$ cat src/rtl/dmem_arbiter.sv
// Two-requester arbiter in front of a single-port synchronous data memory.
// The pipeline wins by default; a starved debug/loader port is eventually forced through.
module dmem_arbiter #(
   parameter int DATA_WIDTH   = 32,
   parameter int ADDR_WIDTH   = 32,
   parameter int STARVE_LIMIT = 4
) (
   input  logic                  clk,
   input  logic                  rst,
   input  logic                  p_req,
   input  logic [ADDR_WIDTH-1:0] p_addr,
   input  logic [DATA_WIDTH-1:0] p_wdata,
   input  logic [3:0]            p_wen,
   output logic                  p_gnt,
   output logic                  p_stall,
   output logic                  p_rvalid,
   output logic [DATA_WIDTH-1:0] p_rdata,
   input  logic                  d_req,
   input  logic [ADDR_WIDTH-1:0] d_addr,
   input  logic [DATA_WIDTH-1:0] d_wdata,
   input  logic [3:0]            d_wen,
   output logic                  d_gnt,
   output logic                  d_rvalid,
   output logic [DATA_WIDTH-1:0] d_rdata,
   output logic [ADDR_WIDTH-1:0] m_addr,
   output logic [DATA_WIDTH-1:0] m_wdata,
   output logic [3:0]            m_wen,
   input  logic [DATA_WIDTH-1:0] m_rdata
);

   typedef enum logic [1:0] {OWN_NONE, OWN_P, OWN_D} owner_t;

   typedef struct packed {
      logic [ADDR_WIDTH-1:0] addr;
      logic [DATA_WIDTH-1:0] wdata;
      logic [3:0]            wen;
   } mreq_t;

   localparam logic [3:0] LIMIT = 4'(STARVE_LIMIT);

   logic [3:0]            starve_cnt, starve_nxt;
   owner_t                rd_owner, owner_nxt;
   logic [ADDR_WIDTH-1:0] addr_q;
   logic [DATA_WIDTH-1:0] wdata_q;
   logic                  forced;
   mreq_t                 sel;

   always_comb begin
      forced     = d_req && (starve_cnt == LIMIT);
      d_gnt      = !rst && d_req && (forced || !p_req);
      p_gnt      = !rst && p_req && !d_gnt;
      p_stall    = !rst && p_req && !p_gnt;
      starve_nxt = 4'd0;
      if (d_req && !d_gnt)
         starve_nxt = (starve_cnt == LIMIT) ? starve_cnt : starve_cnt + 4'd1;
      // Idle bus keeps the last address/data so the memory pins do not toggle.
      sel = '{addr: addr_q, wdata: wdata_q, wen: 4'b0000};
      owner_nxt = OWN_NONE;
      if (p_gnt) begin
         sel = '{addr: p_addr, wdata: p_wdata, wen: p_wen};
         if (p_wen == 4'b0000) owner_nxt = OWN_P;
      end else if (d_gnt) begin
         sel = '{addr: d_addr, wdata: d_wdata, wen: d_wen};
         if (d_wen == 4'b0000) owner_nxt = OWN_D;
      end
   end

   always_ff @(posedge clk or posedge rst) begin
      if (rst) begin
         starve_cnt <= 4'd0;
         rd_owner   <= OWN_NONE;
         addr_q     <= '0;
         wdata_q    <= '0;
      end else begin
         starve_cnt <= starve_nxt;
         rd_owner   <= owner_nxt;
         addr_q     <= sel.addr;
         wdata_q    <= sel.wdata;
      end
   end

   assign m_addr   = sel.addr;
   assign m_wdata  = sel.wdata;
   assign m_wen    = sel.wen;
   assign p_rvalid = (rd_owner == OWN_P);
   assign d_rvalid = (rd_owner == OWN_D);
   assign p_rdata  = m_rdata;
   assign d_rdata  = m_rdata;

endmodule

$ cat config.mk
export PLATFORM = sky130hd
export DESIGN_NAME = dmem_arbiter
export DESIGN_NICKNAME = d
export VERILOG_FILES = /design/src/rtl/dmem_arbiter.sv
export SDC_FILE = /design/constraint.sdc
export NUM_CORES = 1
export LEC_CHECK = 0
export BUFFER_PORTS_ARGS = -buffer_cell sky130_fd_sc_hd__buf_4
export CORE_AREA = 8 8 113 115
export CTS_CLUSTER_SIZE = 10
export DETAILED_ROUTE_END_ITERATION = 16
export DIE_AREA = 0 0 121 123
export PLACE_DENSITY_LB_ADDON = 0.08
export REMOVE_ABC_BUFFERS = 1
export SETUP_SLACK_MARGIN = 0.1
export SYNTH_ARGS = -nofsm -noshare
export SYNTH_HDL_FRONTEND = slang
export SYNTH_SLANG_ARGS = --single-unit
$ cat constraint.sdc
create_clock -name clk -period 6.1 [get_ports clk]
set_clock_uncertainty 0.15 [all_clocks]
set_input_delay 0.305 -clock clk [delete_from_list [all_inputs] [get_ports clk]]
set_output_delay 0.305 -clock clk [all_outputs]
set_load 0.005 [all_outputs]
==> results by group <==
Drt
  – Via count normalized by instance count: 4.81
  – Detailed Routing Iterations Pass 1: 4
  – Final wirelength: 14.0 mm
  – DRC violations left: 0
  – Number of nets still failing antenna checks after routing: 0
  – Wire length per cell: 22.8 um
  – Number of vias after detailed routing: 2,944
  – Starting DRC count in detailed routing: 54

Timing
  – Setup TNS: 0 ps
  – Period utilisation layout: 59.6%
  – Worst rel slew slack: 37.6%
  – Final Max Slew Viols: 0
  – Highest achievable clock rate: 0.275 GHz
  – Worst Tran Pin Value: 933 ps
  – Setup repair after global routing missed its margin: false
  – Final Hold Viols: 0
  – Period minus WS final: 3630 ps
  – Worst Slack Setup Final: 2470 ps
  – Endpoints failing setup: 0
  – Worst hold slack: 67.5 ps

CTS
  – H-tree depth reported by CTS: 3
  – Number of buffers created by CTS: 9
  – Number of post-CTS setup repair buffers: 0
  – Root buffer selected by CTS: sky130_fd_sc_hd__clkbuf_16
  – Worst-Skew Late Latency: 320 ps
  – Buffer levels on the longest clock path: 2
  – Sink Count: 70
  – Count of hold buffers inserted by post-cts repair: 1
  – Post_cts resized: 0
  – Clock-pin transition on the worst setup and hold timing paths: 60 ps
  – CTS tree: done

Finish
  – Most common cell after layout, fill and taps aside: sky130_fd_sc_hd__buf_4
  – Commonest non-fill, non-tap cells in the layout: 215 x sky130_fd_sc_hd__buf_4, 70 x sky130_fd_sc_hd__dfrtp_1, 65 x sky130_fd_sc_hd__mux2_2, 62 x sky130_fd_sc_hd__mux2_4, 9 x sky130_fd_sc_hd__clkbuf_16
  – Layout cell share with drive strength beyond 1: 76.5%
  – Utilization of the core after routing: 52.2%
  – Number of fillers in the final layout: 1,010
  – Layout Area Growth over Synthesis: 33.7%
  – Final layout net count: 639
  – Ant. Diodes: 0

Global route
  – Total gr overflow: 0
  – Via count of the first global-routing pass: 3,421
  – Total routing usage reported by global routing: 18.0%
  – Maximum number of pins on one net before global-route repair: 47
  – First-pass GRT wire length: 20.0 mm
  – Initial antenna violation count: 0

Place
  – Weighted congestion at the end of routability-driven global placement: 0.759
  – Number of buffer cells added on primary ports: 212
  – HPWL after DPL: 11.0 mm
  – Placement Setup Slack: 3000 ps

Synthesis
  – Area of the mapped netlist: 4320 um2
  – Number of standard cells after synthesis: 318
  – Synth Register Bits: 70
  – Average cell area after synthesis: 13.6 um2
  – Part of the Yosys area used for sequential elements: 40.5%
  – Cell variety after synth: 26
  – Synthesis Warnings: 0

Setup path
  – Maximum fanout encountered on the critical timing path: 39
  – Startpoint kind of the worst setup timing path: input port
  – Ordered cell list for the critical path: dlygate4sd3_1, buf_4, nor2b_4, buf_4, mux2_2, mux2_4, buf_4
  – Worst path top cell family by delay: buffers and inverters
  – Critical Path Sink Type: primary output
  – Cell with the largest stage delay on the worst path: sky130_fd_sc_hd__nor2b_4
  – Most frequent CP cell: sky130_fd_sc_hd__buf_4
  – Buf+Inv Stages, Crit Path: 4
  – Crit Path Class: input port to primary output
  – Slowest cell delay on critical path: 720 ps
  – Endpoint required time on the critical path: 5640 ps
  – CP arrival: 3180 ps

Die
  – DIE WIDTH: 121 um
  – Area of the die: 14,900 um2
  – Number of core rows: 39
  – Core Region: 11,100 um2
  – Height of the chip: 123 um
  – Initial core utilization: 39.0%
  – I/O pins: 309

Power
  – Power density of the placed cells: 264 nW/um2
  – Worst vdd rail ir drop: 0.118 mV
  – Standby leakage power: 3.01 nW

Run
  – Number of max-cap violations: 0

Run status
  – Run status: complete, no violations

Min path
  – Worst min-delay path class: input port to flop
==> synth_stat cells <==
| library cell | count | area, um2 |
|---|---|---|
| sky130_fd_sc_hd__mux2_2 | 65 | 732 |
| sky130_fd_sc_hd__xnor2_1 | 2 | 17.5 |
| sky130_fd_sc_hd__nand2_1 | 4 | 15.0 |
| sky130_fd_sc_hd__and3_1 | 1 | 6.26 |
| sky130_fd_sc_hd__nor3_1 | 3 | 15.0 |
| sky130_fd_sc_hd__nor2b_1 | 3 | 18.8 |
| sky130_fd_sc_hd__mux2i_1 | 6 | 60.1 |
| sky130_fd_sc_hd__nand3_1 | 1 | 5.00 |
| sky130_fd_sc_hd__nand4_1 | 1 | 6.26 |
| sky130_fd_sc_hd__buf_2 | 7 | 35.0 |
| sky130_fd_sc_hd__clkbuf_1 | 1 | 3.75 |
| sky130_fd_sc_hd__nor2_1 | 2 | 7.51 |
| sky130_fd_sc_hd__buf_6 | 2 | 22.5 |
| sky130_fd_sc_hd__mux2_1 | 1 | 11.3 |
| sky130_fd_sc_hd__dfrtp_1 | 70 | 1750 |
| sky130_fd_sc_hd__inv_1 | 8 | 30.0 |
| sky130_fd_sc_hd__and2_1 | 2 | 12.5 |
| sky130_fd_sc_hd__ha_1 | 2 | 25.0 |
| sky130_fd_sc_hd__a211o_1 | 1 | 8.76 |
| sky130_fd_sc_hd__a211oi_1 | 1 | 7.51 |
| sky130_fd_sc_hd__buf_8 | 6 | 90.1 |
| sky130_fd_sc_hd__inv_2 | 1 | 3.75 |
| sky130_fd_sc_hd__mux2_4 | 62 | 931 |
| sky130_fd_sc_hd__nor4_1 | 1 | 6.26 |
| sky130_fd_sc_hd__buf_4 | 64 | 480 |
| sky130_fd_sc_hd__nand3b_4 | 1 | 20.0 |
==> sequential cells by signal (all words and copies together), names as in the netlist <==
name / flops
wdata_q: 32
rd_owner: 2
starve_cnt: 4
addr_q: 32
==> power breakdown <==
part / internal (W) / switching [W]
clock: 0.000295 / 0.000185
combinational: 0.000320 / 0.000163
sequential: 0.000542 / 0.0000214
==> worst register-to-register path, delay by kind of cell (launching register included) <==
| kind | cells | cell delay [ps] |
|---|---|---|
| adder cells (fa/ha/maj) | 1 | 250 |
| flip-flops | 1 | 400 |
| AND/OR/NAND/NOR | 1 | 130 |
| multiplexers | 1 | 470 |
| AO/OA/AOI/OAI | 1 | 460 |
| buffers and inverters | 2 | 810 |
==> final cells by class <==
| class | instances | area (um2) | share of cell area (%) |
|---|---|---|---|
| Timing Repair Buffer | 216 | 1620 | 28.1 |
| Sequential cell | 70 | 1750 | 30.3 |
| Multi-Input combinational cell | 159 | 1920 | 33.3 |
| Inverter | 9 | 33.8 | 0.585 |
| Tap cell | 143 | 179 | 3.10 |
| Clock buffer | 14 | 264 | 4.57 |
| Clock inverter | 1 | 5.00 | 0.0866 |
==> routing by layer <==
layer,vias up,track usage (%),part of all wire (%)
met3,28,13.4,16
met1,1385,22.0,42
li1,1319,-,-
met2,210,22.9,40
met4,2,7.26,2.2
met5,-,3.29,0.33
==> through the flow <==
stage          area (um2)  power [W]  cells
6_report             5780    0.00153    612
5_1_grt              5780    0.00161    612
4_1_cts              5780    0.00156    612
3_5_place_dp         5500    0.00106    596
3_3_place_gp         5500    0.00105    596
2_1_floorplan        3690   0.000829    238
==> worst paths after layout <==
kind | startpoint | end | slack (ps) | depth (start not counted)
min in group asynchronous | rst | wdata_q[29] | 540 | 3
min | d_addr[19] | addr_q[19] | 70 | 2
max | rst | m_addr[28] | 2470 | 7
min reg2reg | addr_q[27] | addr_q[27] | 450 | 2
max in group asynchronous | rst | wdata_q[5] | 4260 | 4
max reg2reg | starve_cnt[0] | addr_q[27] | 3330 | 6
==> cell families (layout without fill, tap and decap cells) <==
kind of cell / Yosys count / in the layout / share of synthesized area [%]
AO/OA/AOI/OAI: 2 / 2 / 0.376
XOR/XNOR: 2 / 2 / 0.405
adder cells (fa/ha/maj): 2 / 2 / 0.579
buffers and inverters: 89 / 240 / 15.4
flip-flops: 70 / 70 / 40.5
multiplexers: 134 / 134 / 40.1
AND/OR/NAND/NOR: 19 / 19 / 2.60
No activity file was read; power rests on OpenSTA's default activity.
